File: config.mk
export PLATFORM = sky130hd
export DESIGN_NAME = p4_router_port_id_mapper
export DESIGN_NICKNAME = d
export VERILOG_FILES = /design/src/rtl/p4_router_port_id_mapper.sv
export SDC_FILE = /design/constraint.sdc
export NUM_CORES = 1
export LEC_CHECK = 0
export CAP_MARGIN = 5
export CORE_ASPECT_RATIO = 1.1
export CORE_MARGIN = 2
export CORE_UTILIZATION = 49
export DETAILED_ROUTE_END_ITERATION = 8
export GPL_ROUTABILITY_DRIVEN = 0
export PLACE_DENSITY = 0.77
export SYNTH_ARGS = -nofsm -noshare
export SYNTH_HDL_FRONTEND = slang
export SYNTH_SLANG_ARGS = --single-unit
export TNS_END_PERCENT = 20
File: constraint.sdc
create_clock -name clk -period 1.9 [get_ports clk]
set_clock_uncertainty 0.15 [all_clocks]
set_input_delay 0.38 -clock clk [delete_from_list [all_inputs] [get_ports clk]]
set_output_delay 0.38 -clock clk [all_outputs]
set_load 0.01 [all_outputs]
File: src/rtl/p4_router_port_id_mapper.sv
// p4_router_port_id_mapper
// Runtime-programmable translation between RTL port indices and P4 port IDs
// carried on VNP4 user metadata {ing_port, egr_spec}.
//   ingress channel: ing_port (RTL index) -> P4 ID, direct lookup
//   egress channel : egr_spec (P4 ID) -> RTL index, search of all enabled
//                    entries, lowest matching index wins
// Each channel is one valid/ready register stage (latency 1, 1 beat/cycle),
// and the two channels never stall each other.
// Optional feature: define P4_ROUTER_PORT_MAP_MISS_CNT_EN to build the
// saturating miss counters; otherwise ing_miss_cnt/egr_miss_cnt read zero.
module p4_router_port_id_mapper #(
  parameter int NUM_PORTS         = 11,
  parameter int ING_PORT_ID_WIDTH = 8,
  parameter int EGR_SPEC_ID_WIDTH = 8,
  parameter int MISS_P4_ID        = 255,
  parameter int MISS_RTL_ID       = 255,
  parameter int CNT_WIDTH         = 16,
  localparam int IDX_WIDTH        = (NUM_PORTS > 1) ? $clog2(NUM_PORTS) : 1,
  localparam int MD_WIDTH         = ING_PORT_ID_WIDTH + EGR_SPEC_ID_WIDTH
) (
  input  logic                         clk,
  input  logic                         sresetn,
  // ingress channel
  input  logic [MD_WIDTH-1:0]          ing_in_md,
  input  logic                         ing_in_valid,
  output logic                         ing_in_ready,
  output logic [MD_WIDTH-1:0]          ing_out_md,
  output logic                         ing_out_valid,
  input  logic                         ing_out_ready,
  output logic                         ing_out_miss,
  // egress channel
  input  logic [MD_WIDTH-1:0]          egr_in_md,
  input  logic                         egr_in_valid,
  output logic                         egr_in_ready,
  output logic [MD_WIDTH-1:0]          egr_out_md,
  output logic                         egr_out_valid,
  input  logic                         egr_out_ready,
  output logic                         egr_out_miss,
  // table configuration
  input  logic                         cfg_wr_en,
  input  logic [IDX_WIDTH-1:0]         cfg_wr_idx,
  input  logic [ING_PORT_ID_WIDTH-1:0] cfg_wr_p4_id,
  input  logic                         cfg_wr_vld,
  // miss statistics
  output logic [CNT_WIDTH-1:0]         ing_miss_cnt,
  output logic [CNT_WIDTH-1:0]         egr_miss_cnt
);

  localparam int CMP_WIDTH = (ING_PORT_ID_WIDTH > EGR_SPEC_ID_WIDTH) ?
                             ING_PORT_ID_WIDTH : EGR_SPEC_ID_WIDTH;

  logic [ING_PORT_ID_WIDTH-1:0] tbl_p4_id [NUM_PORTS];
  logic [NUM_PORTS-1:0]         tbl_vld;

  logic [ING_PORT_ID_WIDTH-1:0] ing_port;
  logic [EGR_SPEC_ID_WIDTH-1:0] ing_egr_spec;
  logic [ING_PORT_ID_WIDTH-1:0] ing_p4_id;
  logic                         ing_miss;
  logic                         ing_load;

  logic [ING_PORT_ID_WIDTH-1:0] egr_ing_port;
  logic [EGR_SPEC_ID_WIDTH-1:0] egr_spec;
  logic [EGR_SPEC_ID_WIDTH-1:0] egr_rtl_idx;
  logic                         egr_miss;
  logic                         egr_load;

  // Translation table: identity map on reset, one entry written per cfg strobe.
  // NOTE: the table is a small flop array rather than a RAM, so it is reset
  // explicitly; sequential state always uses non-blocking '<='.
  always_ff @(posedge clk) begin
    if (!sresetn) begin
      for (int i = 0; i < NUM_PORTS; i++) begin
        tbl_p4_id[i] <= ING_PORT_ID_WIDTH'(i);
        tbl_vld[i]   <= 1'b1;
      end
    end else if (cfg_wr_en) begin
      // an out-of-range index matches no entry and is dropped
      for (int i = 0; i < NUM_PORTS; i++) begin
        if (int'(cfg_wr_idx) == i) begin
          tbl_p4_id[i] <= cfg_wr_p4_id;
          tbl_vld[i]   <= cfg_wr_vld;
        end
      end
    end
  end

  assign ing_port     = ing_in_md[MD_WIDTH-1 -: ING_PORT_ID_WIDTH];
  assign ing_egr_spec = ing_in_md[EGR_SPEC_ID_WIDTH-1:0];
  assign egr_ing_port = egr_in_md[MD_WIDTH-1 -: ING_PORT_ID_WIDTH];
  assign egr_spec     = egr_in_md[EGR_SPEC_ID_WIDTH-1:0];

  // Ingress lookup: index out of range or disabled entry is a miss.
  // NOTE: combinational blocks assign every output a default first, so no
  // latch can be inferred, and use blocking '='.
  always_comb begin
    ing_p4_id = ING_PORT_ID_WIDTH'(MISS_P4_ID);
    ing_miss  = 1'b1;
    for (int i = 0; i < NUM_PORTS; i++) begin
      if (int'(ing_port) == i && tbl_vld[i]) begin
        ing_p4_id = tbl_p4_id[i];
        ing_miss  = 1'b0;
      end
    end
  end

  // Egress reverse lookup: scan high to low so the lowest matching index is
  // the last one written and therefore wins on duplicate P4 IDs.
  always_comb begin
    egr_rtl_idx = EGR_SPEC_ID_WIDTH'(MISS_RTL_ID);
    egr_miss    = 1'b1;
    for (int i = NUM_PORTS - 1; i >= 0; i--) begin
      if (tbl_vld[i] && CMP_WIDTH'(tbl_p4_id[i]) == CMP_WIDTH'(egr_spec)) begin
        egr_rtl_idx = EGR_SPEC_ID_WIDTH'(i);
        egr_miss    = 1'b0;
      end
    end
  end

  assign ing_in_ready = !ing_out_valid || ing_out_ready;
  assign ing_load     = ing_in_valid && ing_in_ready;
  assign egr_in_ready = !egr_out_valid || egr_out_ready;
  assign egr_load     = egr_in_valid && egr_in_ready;

  // Ingress output stage: load on accept, hold while stalled, empty on drain.
  always_ff @(posedge clk) begin
    if (!sresetn) begin
      ing_out_valid <= 1'b0;
      ing_out_md    <= '0;
      ing_out_miss  <= 1'b0;
    end else if (ing_load) begin
      ing_out_valid <= 1'b1;
      ing_out_md    <= {ing_p4_id, ing_egr_spec};
      ing_out_miss  <= ing_miss;
    end else if (ing_out_ready) begin
      ing_out_valid <= 1'b0;
    end
  end

  // Egress output stage: same handshake as ingress, independent of it.
  always_ff @(posedge clk) begin
    if (!sresetn) begin
      egr_out_valid <= 1'b0;
      egr_out_md    <= '0;
      egr_out_miss  <= 1'b0;
    end else if (egr_load) begin
      egr_out_valid <= 1'b1;
      egr_out_md    <= {egr_ing_port, egr_rtl_idx};
      egr_out_miss  <= egr_miss;
    end else if (egr_out_ready) begin
      egr_out_valid <= 1'b0;
    end
  end

`ifdef P4_ROUTER_PORT_MAP_MISS_CNT_EN
  logic [CNT_WIDTH-1:0] ing_cnt_q;
  logic [CNT_WIDTH-1:0] egr_cnt_q;

  // Miss counters: one step per miss beat loaded into the output, stick at all-ones.
  always_ff @(posedge clk) begin
    if (!sresetn) begin
      ing_cnt_q <= '0;
      egr_cnt_q <= '0;
    end else begin
      if (ing_load && ing_miss && ing_cnt_q != '1) begin
        ing_cnt_q <= ing_cnt_q + CNT_WIDTH'(1);
      end
      if (egr_load && egr_miss && egr_cnt_q != '1) begin
        egr_cnt_q <= egr_cnt_q + CNT_WIDTH'(1);
      end
    end
  end

  assign ing_miss_cnt = ing_cnt_q;
  assign egr_miss_cnt = egr_cnt_q;
`else
  assign ing_miss_cnt = '0;
  assign egr_miss_cnt = '0;
`endif

endmodule

==> results of run 1 <==
[worst max-delay path, stage by stage, from the launching register on]
cell,delay [ns]
edfxtp_1,0.43
xnor2_1,0.28
nand3_1,0.18
nor3_4,0.23
buf_4,0.14
or2_4,0.13
a21boi_2,0.06
o311a_1,0.30
[cells in the final DEF (no fill, tap or decap), types with 8 or more instances in the layout]
master,instances
nor3_1,11
mux2i_1,8
buf_4,143
nand2_1,118
buf_12,24
nor2_1,84
xnor2_1,77
nor2b_1,8
xnor2_2,9
dlygate4sd2_1,14
o22ai_1,12
clkdlybuf4s50_1,63
a21boi_0,18
conb_1,32
inv_1,12
edfxtp_1,88
clkbuf_16,19
o22a_1,9
a21oi_1,17
dfxtp_1,42
nand4_1,20
o21ai_0,18
nand3_1,39
[power by group through the flow]
| stage | registers (W) | logic, W | clock network [W] |
|---|---|---|---|
| after detailed placement | 0.00342 | 0.00135 | 0 |
| after global placement | 0.00342 | 0.00133 | 0 |
| after floorplan | 0.00339 | 0.000676 | 0 |
| after CTS | 0.00337 | 0.00136 | 0.00317 |
| after global routing | 0.00340 | 0.00155 | 0.00330 |
| final | 0.00339 | 0.00147 | 0.00318 |
[cell families (layout without fill, tap and decap cells)]
| logic type | Yosys count | in the layout | synth area share (%) |
|---|---|---|---|
| DFF | 131 | 131 | 48.2 |
| and+or+nand+nor | 328 | 329 | 20.9 |
| buffers and inverters | 88 | 309 | 7.06 |
| AOI/OAI and AO/OA | 129 | 129 | 12.1 |
| muxes | 8 | 8 | 1.10 |
| xor gates and xnor gates | 88 | 88 | 10.6 |
| other | 1 | 32 | 0.0516 |
[synth_stat cells, types with 11 or more instances]
master | count | area share (%)
nand2_1 | 118 | 6.1
edfxtp_1 | 88 | 36
xnor2_1 | 86 | 10
nor2_1 | 84 | 4.3
dfxtp_1 | 43 | 12
buf_4 | 41 | 4.2
nand3_1 | 40 | 2.8
clkbuf_1 | 25 | 1.3
o21ai_0 | 25 | 1.7
o22ai_1 | 21 | 1.8
nand4_1 | 20 | 1.7
a21boi_0 | 19 | 2.0
nor3_1 | 18 | 1.2
a21oi_1 | 17 | 1.2
inv_1 | 12 | 0.62
nor2b_1 | 11 | 0.95
[metrics by stage]
step | utilization [%] | setup slack [ns] | TNS (ns)
after floorplan | - | -0.116 | -0.489
after global placement | 66.6 | -0.702 | -32.24
after detailed placement | 66.6 | -0.734 | -35.08
after CTS | 71.2 | -0.132 | -0.562
after global routing | 73.4 | -0.149 | -0.988
final | 73.4 | -0.115 | -0.353
[flip-flops by register name, summed over array words and instances (netlist names)]
register / cells
egr_out_md: 13
egr_out_valid: 1
ing_out_md: 16
ing_out_miss: 1
ing_out_valid: 1
tbl_p4_id: 88
tbl_vld: 11
[final cells by class]
class                      instances  share of cell area [%]
timing repair buffer             265                    24.1
inverter                          12                   0.425
tap                              192                    2.26
multi-input combinational        586                    34.9
sequential                       131                    33.0
clock inverter                    11                    1.07
clock buffer                      21                    4.25
[routing by layer]
| layer | global-route usage [%] | wire length (um) | share of wire, % | up-vias |
|---|---|---|---|---|
| met5 | 0 | 0 | 0 | - |
| met4 | 19.9 | 2000 | 7.9 | 0 |
| met3 | 8.13 | 3130 | 12 | 174 |
| met2 | 47.7 | 11500 | 45 | 594 |
| met1 | 37.2 | 8810 | 35 | 3286 |
| li1 | - | - | - | 3142 |
[path summary, 6_finish.rpt]
| path | startpoint | depth (start not counted) | to | slack [ns] |
|---|---|---|---|---|
| max | tbl_p4_id[0][64] | 7 | egr_out_md[1] | -0.12 |
| min | sresetn | 2 | tbl_vld[1] | 0.09 |
| max reg2reg | tbl_p4_id[0][64] | 7 | egr_out_md[1] | -0.12 |
| min reg2reg | ing_out_md[2] | 2 | ing_out_md[2] | 0.31 |
[repair_timing]
item	CTS	global route
setup endpoints to repair	24	19
buffers inserted	2	4
gates resized for setup	44	57
endpoints found under the hold margin	0	0
pin swaps	9	10
cloned	0	3
==> qor.csv, run 1 <==
stage,metric,value,unit
run_status,status,"complete, but fails checks",
run_status,violations,negative setup slack,
pwr,power.net_switching,0.00212,W
clocking,htree_num_levels,4,
hold_path,hold_class,in2reg,
layout,nFillCells,898,
layout,regArea,3500,sq um
yosys,syn_area_per_cell,9.40,sq um
global_route,grt_overflow,0,
timing,rsz0062_at_grt,true,
yosys,synthCells,773,
clocking,cts-hold-fix-buffers,0,
routing,firstDrtPassIters,6,
layout,multiInputGateArea,3700,sq um
setup_path,cp_data_arrival_time,2.17,ns
layout,syn_to_final_growth,45.9,%
yosys,ys.warnings.count,0,
clocking,numCtsBuffers,17,
routing,vias,7196,
timing,period_share,106,%
timing,maxSlewHeadroom,65.6,%
timing,hold_violations,0,
global_route,grt_pass1_vias,6690,
floorplan,die_w,120,um
layout,stdcell_area,10600,sq um
routing,drc_errors,0,
pwr,leakage,4.25,nW
routing,drt_iter0_drc,860,
layout,final_cells,1218,
routing,vias_per_cell,5.91,
clocking,tritoncts,built,
yosys,ys_types,56,
timing,worst_slack,-0.115,ns
setup_path,critPathKind,reg2reg,
floorplan,start_util,50.3,%
pwr,power_frac_seq,42.2,%
floorplan,row_count,46,
timing,timing.fmax,496,MHz
floorplan,die_h,132,um
yosys,syn_area,7270,sq um
placed_design,hpwl,17500,um
pwr,p_comb_share,18.3,%
routing,ant_nets,0,
yosys,synth_seq_cells,131,
pwr,p_per_area,758,nW/um^2
pwr,p_int,0.00592,W
setup_path,required,2.06,ns
global_route,grt_max_degree,20,
floorplan,coreArea,14400,sq um
layout,fin_nets,1065,
floorplan,pin_count,122,
yosys,ys_seq_area_share,48.2,%
setup_path,crit_fanout,2,
clocking,clockBufferDepth,2,
timing,maxSlewViolCount,0,
pwr,ir_worst_vdd,0.000646,V
pwr,clock_power_share,39.6,%
placed_design,io_buffer_count,89,
yosys,synth_edf_count,88,
routing,wl_per_cell,20.9,um
pwr,sw_frac_of_total,26.4,%
timing,holdWs,0.0914,ns
timing,setup_viol,7,
global_route,track_usage,30.6,%
clocking,path_clk_slew,0.06,ns
timing,tightest_slew,0.511,ns
placed_design,numPlacedInstances,1177,
yosys,postSynth.asyncResetShare,0,%
yosys,synthFlopType,edfxtp_1,
routing,routed_wl,25500,um
floorplan,die-area,15800,sq um
clocking,clockRootBuffer,clkbuf_16,
clocking,clk_latency,0.43,ns
pwr,power,0.00804,W
layout,drive_above_1_share,26.1,%
setup_path,worst_setup_path_end_kind,register,
timing,min_period,2.02,ns
job,drv_cap,0,
layout,antenna_cells,0,
placed_design,placed_area,9630,sq um
setup_path,crit_path_start_kind,register,
clocking,cts_sinks,131,
global_route,grt_pass1_wl,36600,um
global_route,antenna_found_initial,0,
No activity file was read; power rests on OpenSTA's default activity.
==> run 2: changes to the inputs <==
--- a/config.mk
+++ b/config.mk
@@ -11,6 +11,7 @@
 export CORE_UTILIZATION = 49
 export DETAILED_ROUTE_END_ITERATION = 8
 export GPL_ROUTABILITY_DRIVEN = 0
+export HOLD_SLACK_MARGIN = 0.15
 export PLACE_DENSITY = 0.77
 export SYNTH_ARGS = -nofsm -noshare
 export SYNTH_HDL_FRONTEND = slang
==> qor.csv, run 2 (same netlist as run 1, synthesis figures left out) <==
stage,metric,value,unit
routing,ant_nets,0,
clocking,clockBufferDepth,2,
layout,largestRegisters,"tbl_p4_id: 88 flops, ing_out_md: 16 flops, egr_out_md: 13 flops",
setup_path,crit_start,tbl_p4_id[0][64],
routing,vias,7191,
timing,min_period,2.00,ns
floorplan,die_h,132,um
global_route,grt_pass1_vias,6691,
clocking,clockRootBuffer,clkbuf_16,
routing,routed_wl,25400,um
clocking,numCtsBuffers,17,
pwr,p_comb_share,18.3,%
floorplan,pin_count,122,
routing,vias_per_cell,5.90,
job,drv_cap,0,
routing,wl_per_cell,20.9,um
global_route,track_usage,30.6,%
clocking,tritoncts,built,
setup_path,crit_chain,"xnor2_1, nand3_1, nor3_4, buf_4, or2_4, a21boi_2, o311a_1",
timing,hold_violations,0,
layout,largest_register_ffs,88,
global_route,grt_pass1_wl,36600,um
layout,layout_commonest_cell,buf_4,
setup_path,crit_path_start_kind,register,
timing,timing.fmax,500,MHz
run_status,violations,negative setup slack,
routing,drc_errors,0,
setup_path,max_stage_delay,0.42,ns
timing,maxSlewHeadroom,64.0,%
layout,fin_util,73.5,%
timing,maxSlewViolCount,0,
pwr,leakage,4.26,nW
timing,tightest_slew,0.535,ns
layout,drive_above_1_share,26.1,%
floorplan,start_util,50.3,%
clocking,clk_latency,0.43,ns
setup_path,worst_setup_path_end_kind,register,
floorplan,die-area,15800,sq um
clocking,path_clk_slew,0.06,ns
pwr,ir_worst_vdd,0.000646,V
hold_path,hold_class,reg2reg,
setup_path,critPathKind,reg2reg,
setup_path,required,2.06,ns
global_route,grt_max_degree,20,
layout,regMostFlops,tbl_p4_id,
hold_path,min-delay-start,ing_out_md[2],
placed_design,pre_cts_slack,-0.734,ns
clocking,htree_num_levels,4,
layout,syn_to_final_growth,46.1,%
clocking,cts_sinks,131,
pwr,power.net_switching,0.00212,W
timing,worst_slack,-0.0997,ns
setup_path,r2r_start,tbl_p4_id[0][64],
routing,firstDrtPassIters,7,
timing,setup_viol,8,
routing,drt_iter0_drc,1006,
timing,rsz0062_at_grt,true,
run_status,status,"complete, but fails checks",
pwr,p_per_area,757,nW/um^2
setup_path,cp_data_arrival_time,2.16,ns
layout,fin_nets,1066,
layout,final_cell_mix,"buf_4, nand2_1, edfxtp_1, nor2_1, xnor2_1",
setup_path,crit_fanout,2,
placed_design,hpwl,17500,um
pwr,p_int,0.00592,W
setup_path,slowest_stage,edfxtp_1,
floorplan,die_w,120,um
global_route,antenna_found_initial,0,
placed_design,io_buffer_count,89,
floorplan,coreArea,14400,sq um
pwr,clock_power_share,39.6,%
floorplan,row_count,46,
layout,antenna_cells,0,
timing,period_share,105,%
global_route,grt_overflow,0,
pwr,sw_frac_of_total,26.4,%
pwr,power_frac_seq,42.2,%
run 2: cell count changes in the layout (fill, tap and decap cells not counted):
cell	previous run	this run
dlygate4sd3_1	0	1
run 2: final timing paths:
| path | endpoint | slack, ns | cells past startpoint |
|---|---|---|---|
| setup / recovery | egr_out_md[1] | -0.1 | 7 |
| hold reg to reg | ing_out_md[2] | 0.31 | 2 |
| setup reg to reg | egr_out_md[1] | -0.1 | 7 |
| hold / removal | ing_out_md[2] | 0.31 | 2 |
run 2: power by group through the flow:
| stage | registers, W | clock network (W) | logic [W] |
|---|---|---|---|
| 5_1_grt | 0.00340 | 0.00330 | 0.00155 |
| 3_3_place_gp | 0.00342 | 0 | 0.00133 |
| 2_1_floorplan | 0.00339 | 0 | 0.000676 |
| 3_5_place_dp | 0.00342 | 0 | 0.00135 |
| 6_report | 0.00339 | 0.00318 | 0.00147 |
| 4_1_cts | 0.00337 | 0.00317 | 0.00137 |
run 2: routing by layer:
metal / GRT usage [%] / routed length (um) / up-vias
met2: 47.8 / 11600 / 591
li1: - / - / 3143
met1: 37.2 / 8850 / 3297
met4: 19.9 / 1850 / 0
met5: 0 / 0 / -
met3: 8.13 / 3170 / 160
run 2: per-stage QoR:
step                power, W  TNS, ns  hold slack (ns)  instances  cell area, sq um
floorplan            0.00407   -0.489            0.309        804              7410
global placement     0.00475   -32.24            0.299       1177              9630
detailed placement   0.00477   -35.08            0.305       1177              9630
CTS                  0.00791   -0.562            0.312       1212             10300
global route         0.00825   -0.988            0.334       1219             10600
finish               0.00804   -0.271            0.307       1219             10600
run 2: area by class of cell:
class	count	area [sq um]
multi-input cells	586	3700
inverters	12	45.0
clock inverters	11	114
repair buffers	266	2560
well taps	192	240
flip-flops and latches	131	3500
fillers	897	3830
clock buffers	21	450
run 2: timing repair:
item | 4_1_cts | 5_1_grt
pin swaps | 9 | 10
hold endpoints to repair | 2 | 0
hold buffers | 1 | 0
endpoints found under the setup margin | 24 | 19
buffers inserted | 2 | 4
gates resized for setup | 44 | 57
gates cloned | 0 | 3
run 2: critical path, delay by kind of cell, from the launching register on:
family	cells	cell delay [ns]
xor+xnor	1	0.27
simple gates	3	0.53
flops	1	0.42
compound gates	2	0.36
buf+inv	1	0.14
